===== src/rtl/dadda_mac_acc_if.sv =====
// Operand-stream / frame-result handshake bundle for dadda_mac_acc.
// The master drives operands and out_ready; the slave (the MAC) drives
// in_ready and the frame result.
interface dadda_mac_acc_if #(
  parameter int ACC_W = 24,
  parameter int CNT_W = 8
);
  logic             in_valid;
  logic             in_ready;
  logic [7:0]       in_a;
  logic [7:0]       in_b;
  logic             in_last;
  logic             out_valid;
  logic             out_ready;
  logic [ACC_W-1:0] out_sum;
  logic [CNT_W-1:0] out_count;
  logic             out_ovf;

  modport master (
    output in_valid, in_a, in_b, in_last, out_ready,
    input  in_ready, out_valid, out_sum, out_count, out_ovf
  );

  modport slave (
    input  in_valid, in_a, in_b, in_last, out_ready,
    output in_ready, out_valid, out_sum, out_count, out_ovf
  );
endinterface


===== src/rtl/dadda_mac_acc.sv =====
// Pipelined 8x8 multiply-accumulate over in_last-delimited frames.
//   S1: operand capture, S2: Dadda product, S3: accumulator.
// A small FSM stops intake after the last beat, lets the pipe drain and
// then holds the frame result until the consumer takes it.

// Combinational 8x8 unsigned Dadda multiplier. Partial-product columns are
// reduced with full/half adders to the Dadda heights 6,4,3,2, then the two
// remaining rows are summed by a single carry-propagate add.
module dadda_final (
  input  logic [7:0]  i_a,
  input  logic [7:0]  i_b,
  output logic [15:0] o_p
);
  localparam int NC = 16;  // product columns
  localparam int MH = 8;   // tallest column (8 partial products)

  // Target column height after each reduction stage.
  function automatic int dadda_target(input int s);
    case (s)
      0:       return 6;
      1:       return 4;
      2:       return 3;
      default: return 2;
    endcase
  endfunction

  logic [15:0] w_row0;
  logic [15:0] w_row1;

  // Build the partial-product matrix and compress it column by column.
  // One spare column on top keeps the carry index in range; it never
  // receives a bit because the product fits in 16 bits.
  always_comb begin
    logic [MH-1:0] cur [NC+1];
    logic [MH-1:0] nxt [NC+1];
    int            hc  [NC+1];
    int            hn  [NC+1];
    int            idx;
    int            rem;
    int            d;

    idx = 0;
    rem = 0;
    d   = 0;
    for (int i = 0; i <= NC; i++) begin
      cur[i] = '0;
      nxt[i] = '0;
      hc[i]  = 0;
      hn[i]  = 0;
    end

    for (int i = 0; i < 8; i++) begin
      for (int j = 0; j < 8; j++) begin
        cur[i+j][hc[i+j]] = i_a[i] & i_b[j];
        hc[i+j] = hc[i+j] + 1;
      end
    end

    for (int s = 0; s < 4; s++) begin
      d = dadda_target(s);
      for (int i = 0; i <= NC; i++) begin
        nxt[i] = '0;
        hn[i]  = 0;
      end
      for (int i = 0; i < NC; i++) begin
        idx = 0;
        // Only compress as much as needed to hit the target height,
        // counting carries already pushed in from the column below.
        for (int k = 0; k < 4; k++) begin
          rem = hc[i] - idx + hn[i];
          if (rem > d) begin
            if ((rem - d >= 2) && (hc[i] - idx >= 3)) begin
              nxt[i][hn[i]] = cur[i][idx] ^ cur[i][idx+1] ^ cur[i][idx+2];
              hn[i] = hn[i] + 1;
              nxt[i+1][hn[i+1]] = (cur[i][idx]   & cur[i][idx+1]) |
                                  (cur[i][idx]   & cur[i][idx+2]) |
                                  (cur[i][idx+1] & cur[i][idx+2]);
              hn[i+1] = hn[i+1] + 1;
              idx = idx + 3;
            end else if (hc[i] - idx >= 2) begin
              nxt[i][hn[i]] = cur[i][idx] ^ cur[i][idx+1];
              hn[i] = hn[i] + 1;
              nxt[i+1][hn[i+1]] = cur[i][idx] & cur[i][idx+1];
              hn[i+1] = hn[i+1] + 1;
              idx = idx + 2;
            end
          end
        end
        // Untouched bits pass straight through to the next stage.
        for (int j = 0; j < MH; j++) begin
          if ((j >= idx) && (j < hc[i])) begin
            nxt[i][hn[i]] = cur[i][j];
            hn[i] = hn[i] + 1;
          end
        end
      end
      cur = nxt;
      hc  = hn;
    end

    w_row0 = '0;
    w_row1 = '0;
    for (int i = 0; i < NC; i++) begin
      w_row0[i] = cur[i][0];
      w_row1[i] = cur[i][1];
    end
  end

  assign o_p = w_row0 + w_row1;
endmodule

module dadda_mac_acc #(
  parameter int ACC_W = 24,
  parameter int CNT_W = 8
) (
  input logic            clk,
  input logic            rst_n,
  dadda_mac_acc_if.slave bus
);
  localparam int STAGES = 2;  // valid-carrying registers ahead of the accumulator

  typedef enum logic [1:0] {
    ST_ACCEPT,
    ST_DRAIN1,
    ST_DRAIN2,
    ST_OUT
  } state_t;

  state_t           r_state;
  logic             r_in_ready;
  logic             r_out_valid;
  logic [STAGES:1]  r_vld_pipe;
  logic [7:0]       r_a;
  logic [7:0]       r_b;
  logic [15:0]      w_prod;
  logic [15:0]      r_prod;
  logic [ACC_W-1:0] r_acc;
  logic [CNT_W-1:0] r_cnt;
  logic             r_ovf;
  logic             r_first;
  logic             w_accept;
  logic             w_out_hs;
  logic [ACC_W:0]   w_sum;

  // Handshakes use only registered ready/valid, so neither output depends
  // combinationally on in_valid or out_ready.
  assign w_accept = bus.in_valid & r_in_ready;
  assign w_out_hs = bus.out_ready & r_out_valid;

  dadda_final u_mul (
    .i_a (r_a),
    .i_b (r_b),
    .o_p (w_prod)
  );

  // Frame control: the end of a frame is tracked here from the accepted
  // in_last, so last does not need to travel down the data pipe.
  always_ff @(posedge clk or negedge rst_n) begin
    if (!rst_n) begin
      r_state     <= ST_ACCEPT;
      r_in_ready  <= 1'b1;
      r_out_valid <= 1'b0;
    end else begin
      case (r_state)
        ST_ACCEPT: begin
          if (w_accept && bus.in_last) begin
            r_state    <= ST_DRAIN1;
            r_in_ready <= 1'b0;
          end
        end
        ST_DRAIN1: r_state <= ST_DRAIN2;
        ST_DRAIN2: begin
          r_state     <= ST_OUT;
          r_out_valid <= 1'b1;
        end
        ST_OUT: begin
          if (bus.out_ready) begin
            r_state     <= ST_ACCEPT;
            r_out_valid <= 1'b0;
            r_in_ready  <= 1'b1;
          end
        end
        default: begin
          r_state     <= ST_ACCEPT;
          r_in_ready  <= 1'b1;
          r_out_valid <= 1'b0;
        end
      endcase
    end
  end

  // S1/S2 data path: operands only load on an accepted beat, so idle-cycle
  // garbage never reaches the multiplier; valid bits shift alongside.
  always_ff @(posedge clk or negedge rst_n) begin
    if (!rst_n) begin
      r_vld_pipe <= '0;
      r_a        <= '0;
      r_b        <= '0;
      r_prod     <= '0;
    end else begin
      r_vld_pipe <= {r_vld_pipe[STAGES-1:1], w_accept};
      if (w_accept) begin
        r_a <= bus.in_a;
        r_b <= bus.in_b;
      end
      if (r_vld_pipe[1]) r_prod <= w_prod;
    end
  end

  // One ACC_W-bit add; the extra top bit is the carry-out that feeds ovf.
  assign w_sum = {1'b0, r_acc} + {1'b0, ACC_W'(r_prod)};

  // S3 accumulator. The first term of a frame overwrites rather than adds,
  // which clears the previous frame's result without a separate cycle.
  always_ff @(posedge clk or negedge rst_n) begin
    if (!rst_n) begin
      r_acc   <= '0;
      r_cnt   <= '0;
      r_ovf   <= 1'b0;
      r_first <= 1'b1;
    end else if (r_vld_pipe[STAGES]) begin
      r_first <= 1'b0;
      if (r_first) begin
        r_acc <= ACC_W'(r_prod);
        r_cnt <= CNT_W'(1);
        r_ovf <= 1'b0;
      end else begin
        r_acc <= w_sum[ACC_W-1:0];
        r_ovf <= r_ovf | w_sum[ACC_W];
        if (r_cnt != '1) r_cnt <= r_cnt + 1'b1;
      end
    end else if (w_out_hs) begin
      r_first <= 1'b1;
    end
  end

  assign bus.in_ready  = r_in_ready;
  assign bus.out_valid = r_out_valid;
  assign bus.out_sum   = r_acc;
  assign bus.out_count = r_cnt;
  assign bus.out_ovf   = r_ovf;
endmodule


===== src/flat_wrapper.sv =====
// flat-port wrapper written by rule: the top's interface ports become plain ports
module dadda_mac_acc_flat 
#(
  parameter int ACC_W = 24,
  parameter int CNT_W = 8
)
  (clk, rst_n, bus_in_valid, bus_in_a, bus_in_b, bus_in_last, bus_out_ready, bus_in_ready, bus_out_valid, bus_out_sum, bus_out_count, bus_out_ovf);
  dadda_mac_acc_if #(.ACC_W(ACC_W), .CNT_W(CNT_W)) bus_i ();
  input logic clk;
  input logic rst_n;
  input wire logic [$bits(bus_i.in_valid)-1:0] bus_in_valid;
  input wire logic [$bits(bus_i.in_a)-1:0] bus_in_a;
  input wire logic [$bits(bus_i.in_b)-1:0] bus_in_b;
  input wire logic [$bits(bus_i.in_last)-1:0] bus_in_last;
  input wire logic [$bits(bus_i.out_ready)-1:0] bus_out_ready;
  output wire logic [$bits(bus_i.in_ready)-1:0] bus_in_ready;
  output wire logic [$bits(bus_i.out_valid)-1:0] bus_out_valid;
  output wire logic [$bits(bus_i.out_sum)-1:0] bus_out_sum;
  output wire logic [$bits(bus_i.out_count)-1:0] bus_out_count;
  output wire logic [$bits(bus_i.out_ovf)-1:0] bus_out_ovf;
  assign bus_i.in_valid = bus_in_valid;
  assign bus_i.in_a = bus_in_a;
  assign bus_i.in_b = bus_in_b;
  assign bus_i.in_last = bus_in_last;
  assign bus_i.out_ready = bus_out_ready;
  assign bus_in_ready = bus_i.in_ready;
  assign bus_out_valid = bus_i.out_valid;
  assign bus_out_sum = bus_i.out_sum;
  assign bus_out_count = bus_i.out_count;
  assign bus_out_ovf = bus_i.out_ovf;
  dadda_mac_acc #(.ACC_W(ACC_W), .CNT_W(CNT_W)) u_core (.clk(clk), .rst_n(rst_n), .bus(bus_i));
endmodule

===== config.mk =====
export PLATFORM = sky130hd
export DESIGN_NAME = dadda_mac_acc_flat
export DESIGN_NICKNAME = d
export VERILOG_FILES = /design/src/rtl/dadda_mac_acc_if.sv /design/src/rtl/dadda_mac_acc.sv /design/src/flat_wrapper.sv
export SDC_FILE = /design/constraint.sdc
export NUM_CORES = 1
export LEC_CHECK = 0
export ABC_AREA = 0
export CAP_MARGIN = 30
export CORE_MARGIN = 3
export CORE_UTILIZATION = 55
export DETAILED_ROUTE_END_ITERATION = 8
export GPL_TIMING_DRIVEN = 0
export PLACE_DENSITY_LB_ADDON = 0.2
export SYNTH_ARGS = -nofsm -noshare
export SYNTH_HDL_FRONTEND = slang
export SYNTH_SLANG_ARGS = --single-unit

===== constraint.sdc =====
create_clock -name clk -period 5.05 [get_ports clk]
set_input_delay 1.515 -clock clk [delete_from_list [all_inputs] [get_ports clk]]
set_output_delay 1.515 -clock clk [all_outputs]
set_load 0.05 [all_outputs]

==> results by stage <==
Status:
- The flow ran to the end, and the final reports show no timing, DRC or antenna violations.

Die:
- The die area is 12,100 µm².
- The floorplan step defined a core boundary enclosing 10,400 µm².
- The count of pins on the block boundary is 56.
- The floorplan step set the die height to 110 µm.
- Measured along the x axis, the die boundary spans 110 µm.
- After floorplanning, the core was divided into 37 placement rows.
- The starting density of the core is 0.570.

Setup path:
- Traced cell by cell, the critical path runs through and2_1, fa_1, inv_1, fa_1, inv_1, fa_1, inv_1, fa_1, inv_1, ha_1, or3_1, o221a_2, o311ai_1, a21boi_0, or3_1, nand4_1.
- The worst-path cell with the longest stage delay is sky130_fd_sc_hd__fa_1.
- In this design, the largest share of critical-path delay is due to adder cells.
- The critical path data arrival time is 4.92 ns.
- Together, buffers and inverters on the worst path number 4.
- In this run the worst path has a maximum fanout of 9.
- The maximum cell stage delay along the critical path is 0.53 ns.
- The critical path launch point type is a flop.
- At the worst endpoint, the required time is 5.34 ns.
- STA classifies the critical path endpoint as a flop.
- The worst setup path is of the reg -> reg kind.

Power and ir drop:
- The fraction of power consumed by the clock network is 0.458.
- The switching share of power is 0.222.
- The internal power is 0.868 mW.
- Of the total power, combinational logic draws 0.026.
- Of the total power, registers draw 0.516.
- In this run the static leakage power is 3.38 nW.
- IR analysis of the VDD net gives a maximum drop of 128 µV.
- The switching power total is 0.248 mW.
- Dividing total power by cell area gives a power density of 162 nW/µm².

Routing:
- The average wire per cell in the routed design is 15.1 µm.
- The overall routed net length is 12,700 µm.
- Once detail routing completed, the nets flagged for antenna violations numbered 0.
- The routed layout has 4,731 vias.
- In the routed design, unresolved DRC markers number 0.
- In the routed layout, each cell is associated on average with a via count of 5.63.
- Before antenna repair, the detailed router went through 5 iterations.
- The detailed router's first-iteration violation count is 213.

Logic synthesis:
- In the post-synthesis netlist, the cell with the most instances is sky130_fd_sc_hd__inv_1.
- Counting instances in the post-synthesis netlist gives the leading cell types as sky130_fd_sc_hd__inv_1 (71), sky130_fd_sc_hd__dfrtp_1 (70), sky130_fd_sc_hd__nand2_1 (46).
- After technology mapping, the gate count stands at 632.
- The cell area after synthesis is 5940 µm².
- The async set-or-reset flop fraction in the synthesized netlist is 1.00.
- The portion of the post-synthesis area used by sequential elements is 0.304.
- The largest area contributor in the synthesized netlist is sky130_fd_sc_hd__dfrtp_1.
- Yosys mapped the design onto 66 distinct sky130hd cell types.
- The Yosys step of the flow raised 0 warnings.
- In this run, synthesis produced a sequential element count of 72.
- The primary flip-flop cell chosen by synthesis mapping is sky130_fd_sc_hd__dfrtp_1.
- By area the synthesized netlist is led by sky130_fd_sc_hd__dfrtp_1 (30%), sky130_fd_sc_hd__fa_1 (12%), sky130_fd_sc_hd__ha_1 (8.9%), sky130_fd_sc_hd__mux2_2 (5.3%), sky130_fd_sc_hd__and2_1 (4.7%).
- The share of Yosys cell area claimed by the top area cell type is 0.295.
- The post-synthesis average cell area is 9.39 µm².
- The number of nets in the synthesized netlist is 732.
- The number of synthesized flops with an enable pin is 0.

Global route:
- The number of antenna violations at the first check in global routing is 0.
- The first global-routing pass estimated 22,100 µm of wire.
- In the global route stage, overall resource usage came out at 0.231.
- The maximum number of pins on one net before global-route repair is 73.
- The number of global-route vias before repair is 4,702.
- Global routing finished with a remaining overflow of 0.

Timing:
- The final-report max-slew violation count was 0.
- Setup violations remaining at the end of the flow were counted as 0.
- The slack of the critical path is 0.413 ns.
- Across the routed clock network, the largest skew measured is 0.0169 ns.
- The total negative setup slack is 0 ns.
- The number of endpoints with negative hold slack in the final report is 0.
- The period utilization is 0.918.
- The worst slack on hold paths is 0.378 ns.
- For the pin with the worst max-slew slack, the measured transition is 0.626 ns.
- In this run the tightest slew margin relative to its limit is 0.582.
- The post-route minimum period is 4.64 ns.
- Setup repair after global routing left no endpoint under its margin.
- Based on the critical path, the design can be clocked at up to 216 MHz.

Clocking:
- The quantity of gates resized following cts is 0.
- In this run the clock root is driven by a sky130_fd_sc_hd__clkbuf_8.
- TritonCTS built the clock tree.
- The clock sink total is 72.
- Clock-pin slew was measured on the worst setup and hold paths at 0.08 ns.
- The clock passes through at most 2 buffers.
- The CTS H-tree depth is 3.
- The clock network latency to the later pin of the worst-skew pair is 0.36 ns.
- Post-CTS timing repair inserted 0 buffers for setup.
- The number of buffers created by CTS is 9.
- The number of hold buffers added after cts is 0.

Placed design:
- The HPWL after detailed placement is 9710 µm.
- The worst setup timing slack at the placement stage is 0.436 ns.
- After detailed placement, the design holds a cell count of 824.
- At the end of routability-driven placement, the weighted congestion stood at 0.897.
- The cell area reported after detailed placement is 6680 µm².
- The number of port buffers is 55.

Hold path:
- The path class of the lowest-slack min-delay path is reg -> reg.

Layout:
- The area taken by flip-flops and latches is 1800 µm².
- The number of antenna diodes in the final layout is 0.
- The synthesis-to-finish area growth is 16.1%.
- The multi-input combinational cells in the finished layout cover a total of 3780 µm².
- The count of cells in the finished layout, fillers not included, comes to 840.
- The total number of nets in the final design is 799.
- The share of layout cells above drive strength 1 is 0.0909.
- Summing all non-filler instances in the final layout gives an area of 6890 µm².
- The count of filler cells inserted in the layout is 869.

Run:
- Max-cap violations in this run came to 0.
[per-stage QoR]
stage	power (mW)	util
after floorplan	0.588	-
after global placement	0.614	0.639
after detailed placement	0.617	0.642
after CTS	1.13	0.662
after global routing	1.15	0.662
final	1.12	0.662
[worst reg2reg max path: cells and delay by family (launching register included)]
kind            cells  cell delay, ns
fa+ha+maj           5            2.23
simple gates        4            1.12
compound gates      3            0.55
flops               1            0.47
buf+inv             4            0.19
[power by group through the flow]
| stage | Combinational (mW) | Sequential [mW] | Clock (mW) |
|---|---|---|---|
| 6_report | 0.0288 | 0.576 | 0.511 |
| 2_1_floorplan | 0.000153 | 0.588 | 0 |
| 4_1_cts | 0.0300 | 0.576 | 0.519 |
| 3_3_place_gp | 0.0268 | 0.588 | 0 |
| 3_5_place_dp | 0.0300 | 0.587 | 0 |
| 5_1_grt | 0.0323 | 0.576 | 0.542 |
[final timing paths]
kind | start | endpoint | slack (ns) | cells after the start
max in group asynchronous | rst_n | u_core.bus.in_ready | 3.57 | 2
min reg2reg | u_core.r_vld_pipe[1] | u_core.r_vld_pipe[2] | 0.38 | 0
max | u_core.r_a[0] | u_core.r_prod[14] | 0.41 | 16
max reg2reg | u_core.r_a[0] | u_core.r_prod[14] | 0.41 | 16
min in group asynchronous | rst_n | u_core.bus.out_sum[15] | 1.15 | 2
min | u_core.r_vld_pipe[1] | u_core.r_vld_pipe[2] | 0.38 | 0
[final cells by class]
| type | count | share of cell area |
|---|---|---|
| Buffer | 22 | 0.0122 |
| Clock buffer | 10 | 0.0185 |
| Clock inverter | 6 | 0.0122 |
| Inverter | 71 | 0.0387 |
| Multi-Input combinational cell | 467 | 0.549 |
| Sequential cell | 72 | 0.262 |
| Tap cell | 136 | 0.0247 |
| Timing Repair Buffer | 56 | 0.0835 |
[flip-flops by register name, summed over array words and instances (netlist names)]
name / flops
u_core.bus.out_sum: 24
u_core.bus.out_valid: 1
u_core.bus.out_ovf: 1
u_core.bus.out_count: 8
u_core.r_first: 1
u_core.r_b: 8
u_core.r_a: 8
u_core.r_state: 2
u_core.r_prod: 16
u_core.r_vld_pipe: 2
u_core.bus.in_ready: 1
[cells in the final DEF (no fill, tap or decap), drive strengths merged, types with 3 or more instances in the layout]
cell type	Yosys	routed
mux2i	5	5
and2	45	45
o21ai	24	24
clkdlybuf4s50	0	54
dfrtp	70	70
xor2	9	9
o211ai	5	5
nand4	11	11
nor2b	5	5
inv	71	71
nand2b	6	6
nor3	8	8
o21a	7	7
a31oi	4	4
clkinv	0	4
nor2	43	43
fa	37	37
or3	10	10
nand2	46	46
a21oi	38	38
ha	42	42
and3	5	5
nand3b	4	4
xnor2	12	12
a21o	10	10
buf	3	5
nand3	9	9
nor4b	4	4
a211oi	5	5
o221ai	3	3
mux2	28	28
o22ai	4	4
clkbuf	19	29
[routing by layer]
metal | global-route usage | vias to the layer above | wire length (µm)
met3 | 0.0417 | 24 | 627
met1 | 0.302 | 2266 | 5590
met4 | 0.0748 | 0 | 268
met5 | 0 | - | 0
met2 | 0.386 | 137 | 6180
li1 | - | 2304 | -
[cells by family (layout without fill, tap and decap cells)]
kind of cell	after synthesis	in the layout	synth area share
multiplexers	33	33	0.0615
flip-flops	72	72	0.304
AND/OR/NAND/NOR	208	208	0.185
buffers and inverters	93	165	0.0590
adder cells (fa/ha/maj)	79	79	0.213
AO/OA/AOI/OAI	126	126	0.146
XOR/XNOR	21	21	0.0310
Power figures use the tool's default switching activity.
